==> config.mk <==
export PLATFORM = sky130hd
export DESIGN_NAME = lut_layer_scheduler_flat
export DESIGN_NICKNAME = d
export VERILOG_FILES = /design/src/rtl/lut_layer_scheduler_if.sv /design/src/rtl/lut_layer_scheduler.sv /design/src/flat_wrapper.sv
export SDC_FILE = /design/constraint.sdc
export NUM_CORES = 1
export LEC_CHECK = 0
export CAP_MARGIN = 20
export CORE_ASPECT_RATIO = 0.6
export CORE_MARGIN = 2
export CORE_UTILIZATION = 54
export DETAILED_ROUTE_END_ITERATION = 8
export GPL_TIMING_DRIVEN = 1
export PLACE_DENSITY = 0.85
export RECOVER_POWER = 100
export REMOVE_ABC_BUFFERS = 1
export SKIP_CTS_REPAIR_TIMING = 1
export SYNTH_ARGS = -nofsm -noshare
export SYNTH_HDL_FRONTEND = slang
export SYNTH_SLANG_ARGS = --single-unit
==> constraint.sdc <==
create_clock -name clk -period 2.9 [get_ports clk]
set_input_delay 0.58 -clock clk [delete_from_list [all_inputs] [get_ports clk]]
set_output_delay 0.58 -clock clk [all_outputs]
set_load 0.1 [all_outputs]
==> src/rtl/lut_layer_scheduler_if.sv <==
// rtl/lut_layer_scheduler_if.sv - stream and table-config bundle for lut_layer_scheduler
//
// Purpose: groups the input frame stream, the output frame stream and the
//   truth-table write port of the layer scheduler.
// Signals:
//   s_valid/s_ready/s_data   fan-in frame, neuron k = s_data[k*IN_BITS +: IN_BITS]
//   m_valid/m_ready/m_data   layer result, neuron k = m_data[k*OUT_BITS +: OUT_BITS]
//   cfg_we/cfg_ready         table write strobe / write accepted
//   cfg_addr                 {neuron index, input pattern}
//   cfg_wdata                table entry
// Modports: master = host/bench side, slave = scheduler side.
interface lut_layer_scheduler_if #(
  parameter int NUM_NEURONS = 8,
  parameter int IN_BITS     = 4,
  parameter int OUT_BITS    = 2
);
  localparam int IDX_W  = (NUM_NEURONS > 1) ? $clog2(NUM_NEURONS) : 1;
  localparam int ADDR_W = IDX_W + IN_BITS;

  logic                            s_valid;
  logic                            s_ready;
  logic [NUM_NEURONS*IN_BITS-1:0]  s_data;
  logic                            m_valid;
  logic                            m_ready;
  logic [NUM_NEURONS*OUT_BITS-1:0] m_data;
  logic                            cfg_we;
  logic [ADDR_W-1:0]               cfg_addr;
  logic [OUT_BITS-1:0]             cfg_wdata;
  logic                            cfg_ready;

  modport master (
    output s_valid, s_data, m_ready, cfg_we, cfg_addr, cfg_wdata,
    input  s_ready, m_valid, m_data, cfg_ready
  );

  modport slave (
    input  s_valid, s_data, m_ready, cfg_we, cfg_addr, cfg_wdata,
    output s_ready, m_valid, m_data, cfg_ready
  );
endinterface

==> src/rtl/lut_layer_scheduler.sv <==
// rtl/lut_layer_scheduler.sv - time-multiplexed LUT evaluator for one sparse layer
//
// Purpose: one shared truth-table RAM serves all NUM_NEURONS neurons. A captured
//   fan-in frame is evaluated one neuron per cycle, then the packed layer result
//   is held until the downstream stage accepts it.
// Ports:
//   clk          rising-edge clock
//   rst          synchronous active-high reset (tables are not cleared)
//   bus          lut_layer_scheduler_if.slave (frame in, frame out, table writes)
//   perf_frames  completed-frame counter, saturating; present only when
//                LUT_SCHED_PERF_EN is defined
// Optional feature macro: LUT_SCHED_PERF_EN
module lut_layer_scheduler #(
  parameter int NUM_NEURONS = 8,
  parameter int IN_BITS     = 4,
  parameter int OUT_BITS    = 2
) (
  input  logic        clk,
  input  logic        rst,
`ifdef LUT_SCHED_PERF_EN
  output logic [31:0] perf_frames,
`endif
  lut_layer_scheduler_if.slave bus
);
  localparam int IDX_W  = (NUM_NEURONS > 1) ? $clog2(NUM_NEURONS) : 1;
  localparam int ADDR_W = IDX_W + IN_BITS;
  localparam int DEPTH  = NUM_NEURONS * (2 ** IN_BITS);
  localparam logic [IDX_W-1:0] LAST_IDX = IDX_W'(NUM_NEURONS - 1);
  localparam bit   POW2_N = ((1 << IDX_W) == NUM_NEURONS);

  typedef enum logic [1:0] {ST_IDLE, ST_EVAL, ST_DONE} state_t;

  state_t                          r_state;
  state_t                          w_state_nxt;
  logic [IDX_W-1:0]                r_idx;
  logic [NUM_NEURONS*IN_BITS-1:0]  r_in_q;
  logic [NUM_NEURONS*OUT_BITS-1:0] r_m_data;
  logic                            r_m_valid;
  logic [OUT_BITS-1:0]             r_table [DEPTH];

  logic                            w_s_ready;
  logic                            w_cfg_ready;
  logic                            w_accept;
  logic                            w_last;
  logic                            w_done_ack;
  logic                            w_cfg_in_range;
  logic                            w_cfg_take;
  logic [IN_BITS-1:0]              w_pattern;
  logic [ADDR_W-1:0]               w_rd_addr;
  logic [OUT_BITS-1:0]             w_rd_data;

  // Asynchronous table read for the neuron currently being evaluated.
  assign w_pattern = r_in_q[r_idx*IN_BITS +: IN_BITS];
  assign w_rd_addr = {r_idx, w_pattern};
  assign w_rd_data = r_table[w_rd_addr];

  // Neuron index field can only exceed the layer when NUM_NEURONS is not a power of two.
  generate
    if (POW2_N) begin : g_cfg_range_pow2
      assign w_cfg_in_range = 1'b1;
    end else begin : g_cfg_range_np2
      localparam logic [IDX_W:0] NEURON_LIM = (IDX_W + 1)'(NUM_NEURONS);
      assign w_cfg_in_range = ({1'b0, bus.cfg_addr[ADDR_W-1:IN_BITS]} < NEURON_LIM);
    end
  endgenerate

  // Writes are only taken in IDLE, so the table never changes under a running frame.
  assign w_cfg_take = bus.cfg_we & w_cfg_ready & w_cfg_in_range;

  always_comb begin
    w_state_nxt = r_state;
    w_s_ready   = 1'b0;
    w_cfg_ready = 1'b0;
    w_accept    = 1'b0;
    w_last      = 1'b0;
    w_done_ack  = 1'b0;
    case (r_state)
      ST_IDLE: begin
        w_s_ready   = 1'b1;
        w_cfg_ready = 1'b1;
        if (bus.s_valid) begin
          w_accept    = 1'b1;
          w_state_nxt = ST_EVAL;
        end
      end
      ST_EVAL: begin
        if (r_idx == LAST_IDX) begin
          w_last      = 1'b1;
          w_state_nxt = ST_DONE;
        end
      end
      ST_DONE: begin
        if (bus.m_ready) begin
          w_done_ack  = 1'b1;
          w_state_nxt = ST_IDLE;
        end
      end
      default: w_state_nxt = ST_IDLE;
    endcase
  end

  always_ff @(posedge clk) begin
    if (rst) begin
      r_state   <= ST_IDLE;
      r_idx     <= '0;
      r_in_q    <= '0;
      r_m_data  <= '0;
      r_m_valid <= 1'b0;
    end else begin
      r_state <= w_state_nxt;
      if (w_accept) begin
        r_in_q <= bus.s_data;
        r_idx  <= '0;
      end
      if (r_state == ST_EVAL) begin
        // Slices not yet reached keep the previous frame's values.
        r_m_data[r_idx*OUT_BITS +: OUT_BITS] <= w_rd_data;
        r_idx <= w_last ? '0 : r_idx + IDX_W'(1);
      end
      if (w_last) begin
        r_m_valid <= 1'b1;
      end else if (w_done_ack) begin
        r_m_valid <= 1'b0;
      end
    end
  end

  // Table RAM has no reset so programmed contents survive rst.
  always_ff @(posedge clk) begin
    if (w_cfg_take) begin
      r_table[bus.cfg_addr] <= bus.cfg_wdata;
    end
  end

  assign bus.s_ready   = w_s_ready;
  assign bus.cfg_ready = w_cfg_ready;
  assign bus.m_valid   = r_m_valid;
  assign bus.m_data    = r_m_data;

`ifdef LUT_SCHED_PERF_EN
  logic [31:0] r_perf;

  always_ff @(posedge clk) begin
    if (rst) begin
      r_perf <= '0;
    end else if (w_done_ack && (r_perf != 32'hFFFF_FFFF)) begin
      r_perf <= r_perf + 32'd1;
    end
  end

  assign perf_frames = r_perf;
`endif
endmodule

==> src/flat_wrapper.sv <==
// flat-port wrapper written by rule: the top's interface ports become plain ports
module lut_layer_scheduler_flat 
#(
  parameter int NUM_NEURONS = 8,
  parameter int IN_BITS     = 4,
  parameter int OUT_BITS    = 2
)
  (clk, rst, bus_s_valid, bus_s_data, bus_m_ready, bus_cfg_we, bus_cfg_addr, bus_cfg_wdata, bus_s_ready, bus_m_valid, bus_m_data, bus_cfg_ready);
  lut_layer_scheduler_if #(.NUM_NEURONS(NUM_NEURONS), .IN_BITS(IN_BITS), .OUT_BITS(OUT_BITS)) bus_i ();
  input  logic clk;
  input  logic rst;
  input wire logic [$bits(bus_i.s_valid)-1:0] bus_s_valid;
  input wire logic [$bits(bus_i.s_data)-1:0] bus_s_data;
  input wire logic [$bits(bus_i.m_ready)-1:0] bus_m_ready;
  input wire logic [$bits(bus_i.cfg_we)-1:0] bus_cfg_we;
  input wire logic [$bits(bus_i.cfg_addr)-1:0] bus_cfg_addr;
  input wire logic [$bits(bus_i.cfg_wdata)-1:0] bus_cfg_wdata;
  output wire logic [$bits(bus_i.s_ready)-1:0] bus_s_ready;
  output wire logic [$bits(bus_i.m_valid)-1:0] bus_m_valid;
  output wire logic [$bits(bus_i.m_data)-1:0] bus_m_data;
  output wire logic [$bits(bus_i.cfg_ready)-1:0] bus_cfg_ready;
  assign bus_i.s_valid = bus_s_valid;
  assign bus_i.s_data = bus_s_data;
  assign bus_i.m_ready = bus_m_ready;
  assign bus_i.cfg_we = bus_cfg_we;
  assign bus_i.cfg_addr = bus_cfg_addr;
  assign bus_i.cfg_wdata = bus_cfg_wdata;
  assign bus_s_ready = bus_i.s_ready;
  assign bus_m_valid = bus_i.m_valid;
  assign bus_m_data = bus_i.m_data;
  assign bus_cfg_ready = bus_i.cfg_ready;
  lut_layer_scheduler #(.NUM_NEURONS(NUM_NEURONS), .IN_BITS(IN_BITS), .OUT_BITS(OUT_BITS)) u_core (.clk(clk), .rst(rst), .bus(bus_i));
endmodule
==> out/metrics.cfg, run 1 <==
[worst_setup_path]
crit_family=compound AO/OA/AOI/OAI gates
slowest_stage=mux4_2
cp-start-kind=flip-flop
worstPathCellList=buf_12, mux2i_4, mux4_2, buf_6, buf_4, a311o_1, a311oi_2, a32o_2, a31oi_2, buf_6, a311oi_2
crit_type=reg2reg
cp_max_fo=7
r2r_end=u_core.bus.m_data[14]
r2r_cells=11
r2r-start=u_core.r_idx[1]
r2r_slack_ns=-0.24
critical-path-max-stage-delay_ns=0.66
cp.required_ns=3.36
arrival_ns=3.60
end_kind=flip-flop
worst-path-buf-inv=4

[timing]
setup_viol=70
min_period_over_period=1.08
grt_setup_unrepaired=yes
fin_ws_ns=-0.242
period_needed_ns=3.14
worst_pin_slew_ns=2.46
hold_viol=0
fin_skew_ns=0.0120
fmax_ghz=0.318
slew_headroom=-0.639
report.final.slew_viol_count=58

[global_routing]
antenna_found_initial=1
grt_use_total=0.264
grt_overflow=0
grt_max_degree=69
grt_pass1_wl_um=51500
grt_pass1_vias=8972

[floorplanning]
die_y_um=126
core-area_um2=24200
die_w_um=207
pin_count=65
start_util=0.551
dieArea_um2=26000
rows=44

[synth]
ys_seq_area_frac=0.657
synth_xor_area_frac=0
netlist_area_um2=13300
synthFlopType=edfxtp_1
synth_cell_type_count=55
synth_top_family_by_area=multiplexers
synth-seq-cells=310
syn_inst=1044
synth_edf_count=256
async_flop_share=0
synth_fa_ha_area_frac=0.00375
synth_mux_area_frac=0.130
synth-compound-area-share=0.0661
syn_avg_cell_area_um2=12.8
yosysWarnings=0
yosys.area_share.simple=0.116

[route]
routed_wirelength_um=35900
detail-route-antenna-nets=0
firstDrtPassIters=5
via_per_inst=6.19
wire_per_inst_um=23.4
drt_iter0_drc=1511
vias=9484
drc=0

[min_path]
hold_depth=2
worstHoldPathType=reg2reg
hp-start=u_core.r_in_q[14]
holdPathEnd=u_core.r_in_q[14]

[finish]
nNetsFinal=1240
mostFrequentLayoutCell=edfxtp_1
layout-drive-gt1-share=0.178
areaGrowthSynthToFinish_pct=19.7
layout_common_cells=edfxtp_1 (256), nor2_1 (196), mux2i_1 (119)

[clock_tree]
path_clk_slew_ns=0.07
clock_latency_ns=0.55
clk_path_buf_depth=3
htreeDepth=1
cts_tree=built
cts_buffers=26
cts_sinks=310
cts-root-buf=clkbuf_16

[pwr]
p_per_area_nw_per_um2=583
power_mw=9.30
p_int_mw=7.09
p_sw_mw=2.21
sequentialPowerShare=0.524
comb_power_share=0.110
p_clk_frac=0.365
p_sw_frac=0.237
peakVddDrop_v=0.000513
leakagePower_nw=5.84

[placement]
io_buffers=64
place_ws_ns=-0.460
routabilityCongestion=0.896
hpwl_um=22900

[outcome]
violations=max-capacitance violations, max-slew violations, negative setup slack
status=finished, violations left

[flow_run]
cap_viol_max_count=1

[layer usage]
| metal | track usage | vias up | wire length (um) |
|---|---|---|---|
| met2 | 0.389 | 662 | 15900 |
| met4 | 0.0567 | 0 | 958 |
| li1 | - | 4128 | - |
| met5 | 0 | - | 0 |
| met1 | 0.385 | 4606 | 14100 |
| met3 | 0.0839 | 88 | 4950 |
[power by group through the flow]
stage               combinational (mW)  sequential (mW)  clock, mW
finish                            1.03             4.88       3.40
global route                      1.08             4.88       3.56
CTS                              0.918             4.87       3.38
detailed placement               0.912             4.97          0
global placement                 0.890             4.97          0
floorplan                        0.443             4.99          0
[layout make-up]
cell class / instances / area, um^2
Multi-Input combinational cell: 665 / 4440
Timing Repair Buffer: 179 / 1500
Inverter: 8 / 35.0
Clock inverter: 8 / 38.8
Sequential cell: 310 / 8780
Fill cell: 1646 / 8260
Clock buffer: 40 / 766
Tap cell: 322 / 403
Antenna cell: 1 / 2.50
[worst min-delay path, stage by stage, from the launching register on]
cell     delay, ns
dfxtp_1       0.31
nand2_1       0.05
a21oi_1       0.05
[Yosys cell counts, types with 12 or more instances]
cell      count  area, um^2
a21oi_1      52         260
mux4_2       12         270
dfxtp_1      54        1080
a22oi_1      18         135
nor2_1      196         736
clkbuf_1     31         116
edfxtp_1    256        7690
mux2_2       16         180
mux2i_1     128        1280
nand2_1     113         424
nand3_1      18        90.1
buf_2        19        95.1
[state kept, by name, summed over array words and instances (netlist names)]
register / count
u_core.bus.m_data: 16
u_core.r_table: 256
u_core.r_idx: 3
u_core.bus.m_valid: 1
u_core.r_in_q: 32
u_core.r_state: 2
[logic make-up (layout without fill, tap and decap cells)]
| family | Yosys count | count (layout) |
|---|---|---|
| buf+inv | 70 | 235 |
| mux | 156 | 157 |
| other cells | 0 | 1 |
| simple gates | 372 | 372 |
| fa+ha+maj | 4 | 4 |
| flops | 310 | 310 |
| compound gates | 132 | 132 |
[through the flow]
| stage | hold WS [ns] | std cells | TNS, ns | util | instance area, um^2 |
|---|---|---|---|---|---|
| floorplan | 0.427 | 982 | -401.85 | - | 13000 |
| global placement | 0.442 | 1465 | -4.58 | 0.614 | 14900 |
| detailed placement | 0.446 | 1465 | -6.10 | 0.614 | 14900 |
| CTS | 0.455 | 1513 | -6.40 | 0.647 | 15700 |
| global route | 0.481 | 1532 | -17.79 | 0.659 | 16000 |
| finish | 0.457 | 1533 | -5.54 | 0.659 | 16000 |
[worst max path at each step]
| stage | endpoint | startpoint | depth (start not counted) | slack (ns) |
|---|---|---|---|---|
| final | u_core.bus.m_data[14] | u_core.r_idx[1] | 11 | -0.24 |
| after detailed placement | u_core.bus.m_data[14] | u_core.r_idx[0] | 12 | -0.46 |
| after floorplan | u_core.r_idx[0] | u_core.r_state[0] | 4 | -1.99 |
| after global placement | u_core.bus.m_data[14] | u_core.r_idx[0] | 12 | -0.38 |
| after CTS | u_core.bus.m_data[14] | u_core.r_idx[0] | 12 | -0.51 |
| after global routing | u_core.bus.m_data[2] | u_core.r_idx[0] | 12 | -0.31 |
No activity file was read; power rests on OpenSTA's default activity.
==> run 2: changes to the inputs <==
--- a/config.mk
+++ b/config.mk
@@ -5,13 +5,13 @@
 export SDC_FILE = /design/constraint.sdc
 export NUM_CORES = 1
 export LEC_CHECK = 0
-export CAP_MARGIN = 20
+export CAP_MARGIN = 15
 export CORE_ASPECT_RATIO = 0.6
 export CORE_MARGIN = 2
-export CORE_UTILIZATION = 54
+export CORE_UTILIZATION = 60
 export DETAILED_ROUTE_END_ITERATION = 8
 export GPL_TIMING_DRIVEN = 1
-export PLACE_DENSITY = 0.85
+export PLACE_DENSITY = 0.88
 export RECOVER_POWER = 100
 export REMOVE_ABC_BUFFERS = 1
 export SKIP_CTS_REPAIR_TIMING = 1
==> constraint.sdc (replaced) <==
create_clock -name clk -period 3.54 [get_ports clk]
set_input_delay 0.708 -clock clk [delete_from_list [all_inputs] [get_ports clk]]
set_output_delay 0.708 -clock clk [all_outputs]
set_load 0.1 [all_outputs]
==> run 2 against run 1 <==
Sequential power fell by 18%. Clock skew up 0.011 ns. The flow finishes with violations (max-capacitance violations, max-slew violations). Sequential cell count stayed put. Clock power is 13% lower. Die area shrank 9.8%. Final cell count is 7.6% lower.
==> out/metrics.cfg, run 2 (synthesis gave the netlist of run 1 again) <==
[outcome]
status=finished, violations left
violations=max-capacitance violations, max-slew violations

[clock_tree]
cts_sinks=310  ; unchanged
cts-root-buf=clkbuf_16
htreeDepth=1  ; unchanged
cts_buffers=26  ; unchanged
clock_latency_ns=0.55  ; about the same
path_clk_slew_ns=0.07  ; about the same
clk_path_buf_depth=3  ; unchanged
cts_tree=built

[route]
detail-route-antenna-nets=0  ; unchanged
routed_wirelength_um=32900  ; -8.2%
via_per_inst=6.38  ; +3.2%
vias=9044  ; -4.6%
firstDrtPassIters=6  ; +1
wire_per_inst_um=23.2  ; -0.69%
drc=0  ; unchanged
drt_iter0_drc=1181  ; -22%

[floorplanning]
die_w_um=196  ; -5.0%
die_y_um=119  ; -5.0%
rows=42  ; -4.5%
start_util=0.609  ; +0.0580
core-area_um2=21900  ; -9.5%
dieArea_um2=23500  ; -9.8%
pin_count=65  ; unchanged

[worst_setup_path]
worst-path-buf-inv=1  ; -3
cp.required_ns=3.98  ; +0.62 ns
arrival_ns=3.84  ; +0.24 ns
r2r-start=u_core.r_idx[0]
cp-start-kind=flip-flop
r2r_end=u_core.bus.m_data[14]
end_kind=flip-flop
critical-path-max-stage-delay_ns=0.66  ; about the same
r2r_cells=10  ; -1
cp_max_fo=46  ; +39
worstPathCellList=mux2i_1, mux4_4, buf_12, mux2i_1, mux2i_1, o22ai_1, a311oi_1, a32o_1, a31oi_4, a311oi_2
cp-startpoint=u_core.r_idx[0]
crit_family=multiplexers
crit_type=reg2reg
path_common_cell=mux2i_1
r2r_slack_ns=0.13  ; +0.37 ns
slowest_stage=mux4_4

[global_routing]
grt_max_degree=129  ; +87%
grt_pass1_wl_um=50100  ; -2.6%
grt_pass1_vias=8771  ; -2.2%
antenna_found_initial=2  ; +1
grt_use_total=0.283  ; +0.0196
grt_overflow=0  ; unchanged

[timing]
setup_tns_ns=0  ; +5.54 ns
report.final.slew_viol_count=209  ; +260%
setup_viol=0  ; -100%
hold_viol=0  ; unchanged
slew_headroom=-0.590  ; +0.0485
period_needed_ns=3.41  ; +0.266 ns
fin_hold_ws_ns=0.462  ; +0.00507 ns
fmax_ghz=0.293  ; -7.8%
worst_pin_slew_ns=2.39  ; -0.0728 ns
grt_setup_unrepaired=no
fin_ws_ns=0.133  ; +0.374 ns
fin_skew_ns=0.0226  ; +0.0106 ns
min_period_over_period=0.963  ; -0.121

[finish]
mostFrequentLayoutCell=edfxtp_1
fillers=1438  ; -13%
nNetsFinal=1163  ; -6.2%
layout-drive-gt1-share=0.0973  ; -0.0804
stdcell_count=1417  ; -7.6%
final_cell_area_um2=15200  ; -4.8%
n_antenna_cell=0  ; -1
areaGrowthSynthToFinish_pct=13.9
utilization=0.693  ; +0.0345
regMostFlops=u_core.r_table
layout_common_cells=edfxtp_1 (256), nor2_1 (196), mux2i_1 (127)
largest_reg_flops=256  ; unchanged

[min_path]
holdPathEnd=u_core.r_in_q[14]
hp-start=u_core.r_in_q[14]
hold_depth=2  ; unchanged
worstHoldPathType=reg2reg

[placement]
routabilityCongestion=0.908  ; +1.3%
hpwl_um=21600  ; -5.8%
place_ws_ns=0.168  ; +0.629 ns
io_buffers=64  ; unchanged
dp_cells=1371  ; -6.4%
place_area_um2=14400  ; -3.4%

[pwr]
sequentialPowerShare=0.522  ; -0.002
p_sw_frac=0.227  ; -0.00987
peakVddDrop_v=0.000392  ; -23%
p_sw_mw=1.74  ; -21%
comb_power_share=0.090  ; -0.020
p_clk_frac=0.388  ; +0.023
leakagePower_nw=5.54  ; -5.2%
power_mw=7.66  ; -18%
p_int_mw=5.92  ; -17%
p_per_area_nw_per_um2=504  ; -14%

[flow_run]
cap_viol_max_count=2  ; +1

run 2: changes by cell type in the layout (fill, tap and decap cells not counted), sizes merged:
cell / previous run / this run
buf: 94 / 29
clkbuf: 83 / 50
dlygate4sd3: 3 / 19
bufinv: 0 / 2
clkinv: 4 / 6
clkdlybuf4s50: 39 / 40
diode: 1 / 0
inv: 12 / 11
mux4: 13 / 12
run 2: worst min-delay path, cell delays in order, from the launching register on:
cell     delay [ns]
dfxtp_1        0.31
nand2_1        0.05
a21oi_1        0.05
run 2: area by class of cell:
type / instances / area, um^2 / share of cell area
Clock inverter: 11 / 110 / 0.00725
Multi-Input combinational cell: 664 / 4230 / 0.278
Inverter: 8 / 30.0 / 0.00198
Clock buffer: 35 / 778 / 0.0512
Sequential cell: 310 / 8770 / 0.577
Timing Repair Buffer: 103 / 923 / 0.0608
Tap cell: 286 / 358 / 0.0235
run 2: routing by layer:
layer	global-route usage	part of all wire	wire length, um
met1	0.412	0.40	13100
met2	0.418	0.44	14400
met3	0.0916	0.14	4650
met4	0.0682	0.022	721
met5	0	0	0
run 2: power by group through the flow:
stage / clock [mW] / sequential, mW / combinational [mW]
final: 2.97 / 4.00 / 0.690
after detailed placement: 0 / 4.07 / 0.676
after global routing: 3.12 / 4.00 / 0.731
after CTS: 2.98 / 3.99 / 0.682
after global placement: 0 / 4.07 / 0.657
after floorplan: 0 / 4.09 / 0.363
run 2: how the worst max path moves through the flow:
stage	endpoint	cells after the start	slack (ns)
3_5_place_dp	u_core.bus.m_data[10]	10	0.17
2_1_floorplan	u_core.r_idx[0]	4	-1.35
3_3_place_gp	u_core.bus.m_data[6]	11	0.28
4_1_cts	u_core.bus.m_data[10]	10	0.14
6_report	u_core.bus.m_data[14]	10	0.13
5_1_grt	u_core.bus.m_data[3]	12	0.01
==> run 3: changes to the inputs <==
--- a/config.mk
+++ b/config.mk
@@ -5,12 +5,14 @@
 export SDC_FILE = /design/constraint.sdc
 export NUM_CORES = 1
 export LEC_CHECK = 0
-export CAP_MARGIN = 15
+export CAP_MARGIN = 20
 export CORE_ASPECT_RATIO = 0.6
 export CORE_MARGIN = 2
 export CORE_UTILIZATION = 60
+export CTS_CLUSTER_SIZE = 20
 export DETAILED_ROUTE_END_ITERATION = 8
 export GPL_TIMING_DRIVEN = 1
+export HOLD_SLACK_MARGIN = 0.08
 export PLACE_DENSITY = 0.88
 export RECOVER_POWER = 100
 export REMOVE_ABC_BUFFERS = 1
==> run 3 against run 2 <==
The run still ends with max-capacitance violations, max-slew violations left. Count of clock-buffer cells in the layout unchanged. Wire length decreased by 0.11%. Sequential power about the same.
==> out/metrics.cfg, run 3 (synthesis gave the netlist of run 1 again) <==
[route]
drc=0  ; unchanged
via_per_inst=6.38  ; about the same
routed_wirelength_um=32900  ; -0.11%
wire_per_inst_um=23.2  ; -0.18%
detail-route-antenna-nets=0  ; unchanged
drt_iter0_drc=1303  ; +10%
firstDrtPassIters=7  ; +1
vias=9047  ; +0.033%

[timing]
hold_viol=0  ; unchanged
period_needed_ns=3.44  ; +0.0302 ns
worst_pin_slew_ns=2.36  ; -0.0207 ns
fmax_ghz=0.291  ; -0.88%
slew_headroom=-0.577  ; +0.0138
report.final.slew_viol_count=209  ; unchanged
grt_setup_unrepaired=no
min_period_over_period=0.971  ; +0.00853
fin_skew_ns=0.0244  ; +0.00182 ns
fin_hold_ws_ns=0.461  ; -0.000919 ns
setup_viol=0  ; unchanged

[pwr]
peakVddDrop_v=0.000390  ; -0.47%
power_mw=7.67  ; +0.12%
leakagePower_nw=5.53  ; about the same
p_per_area_nw_per_um2=504  ; +0.12%

[worst_setup_path]
end_kind=flip-flop
r2r_cells=10  ; unchanged
cp.required_ns=3.98  ; about the same
r2r_slack_ns=0.10  ; -0.03 ns
cp-start-kind=flip-flop
crit_type=reg2reg
r2r_end=u_core.bus.m_data[14]
arrival_ns=3.87  ; +0.03 ns
cp_max_fo=46  ; unchanged
r2r-start=u_core.r_idx[0]

[global_routing]
grt_use_total=0.283  ; unchanged
grt_overflow=0  ; unchanged
grt_pass1_wl_um=50100  ; unchanged
grt_max_degree=129  ; unchanged
grt_pass1_vias=8771  ; unchanged
antenna_found_initial=2  ; unchanged

[clock_tree]
clock_latency_ns=0.55  ; about the same
path_clk_slew_ns=0.07  ; about the same
cts_tree=built
htreeDepth=1  ; unchanged
cts_sinks=310  ; unchanged
cts_buffers=26  ; unchanged
cts-root-buf=clkbuf_16
clk_path_buf_depth=3  ; unchanged

[finish]
utilization=0.693  ; unchanged
largest_reg_flops=256  ; unchanged
stdcell_count=1418  ; +0.071%
areaGrowthSynthToFinish_pct=13.9  ; unchanged
nNetsFinal=1164  ; +0.086%
n_antenna_cell=0  ; unchanged
mostFrequentLayoutCell=edfxtp_1
layout_common_cells=edfxtp_1 (256), nor2_1 (196), mux2i_1 (127)
regMostFlops=u_core.r_table
layout-drive-gt1-share=0.0963  ; -0.000969

[floorplanning]
dieArea_um2=23500  ; unchanged
core-area_um2=21900  ; unchanged
rows=42  ; unchanged
pin_count=65  ; unchanged
start_util=0.609  ; unchanged
die_w_um=196  ; unchanged
die_y_um=119  ; unchanged

[placement]
dp_cells=1371  ; unchanged
hpwl_um=21600  ; unchanged
io_buffers=64  ; unchanged
routabilityCongestion=0.908  ; unchanged

[min_path]
hp-start=u_core.r_in_q[14]
worstHoldPathType=reg2reg
hold_depth=2  ; unchanged
holdPathEnd=u_core.r_in_q[14]

[outcome]
status=finished, violations left
violations=max-capacitance violations, max-slew violations

[flow_run]
cap_viol_max_count=2  ; unchanged

==> run 3: critical path: stages, from the launching register on <==
cell	delay, ns
dfxtp_1	0.50
mux2i_1	0.14
mux4_4	0.66
buf_12	0.23
mux2i_1	0.16
mux2i_1	0.32
o22ai_1	0.14
a311oi_1	0.45
a32o_1	0.27
a31oi_4	0.08
a311oi_2	0.31
==> run 3: layer usage <==
metal,part of all wire,wire length (um),vias up,global-route usage
met4,0.024,783,0,0.0682
met5,0,0,-,0
met2,0.44,14400,626,0.418
met3,0.14,4700,73,0.0916
li1,-,-,3967,-
met1,0.40,13000,4381,0.412
==> run 3: worst max path at each step <==
stage	cells after the start	end	slack, ns	startpoint
after floorplan	4	u_core.r_idx[0]	-1.35	u_core.r_state[0]
after global placement	11	u_core.bus.m_data[6]	0.28	u_core.r_idx[1]
after detailed placement	10	u_core.bus.m_data[10]	0.17	u_core.r_idx[1]
after CTS	10	u_core.bus.m_data[10]	0.14	u_core.r_idx[1]
after global routing	12	u_core.bus.m_data[3]	0.01	u_core.r_idx[2]
final	10	u_core.bus.m_data[14]	0.10	u_core.r_idx[0]
==> run 3: cell type report <==
cell class                 count  area [um^2]
sequential                   310         8770
fill                        1433         6720
multi-input combinational    664         4230
timing repair buffer         104          923
clock buffer                  35          778
tap                          286          358
clock inverter                11          110
inverter                       8         30.0
==> run 3: power by group <==
part	leakage [nW]	internal, mW	total [mW]	switching (mW)
clock	0.439	1.69	2.98	1.29
combinational	2.35	0.250	0.690	0.440
sequential	2.74	3.97	4.00	0.0226
total	5.53	5.92	7.67	1.75
==> run 3: per-stage QoR <==
step                      instance area (um^2)  setup slack [ns]  TNS, ns
after floorplan                          13000             -1.35  -222.26
after global placement                   14400             0.276        0
after detailed placement                 14400             0.168        0
after CTS                                15300             0.137        0
after global routing                     15200            0.0113        0
final                                    15200             0.102        0
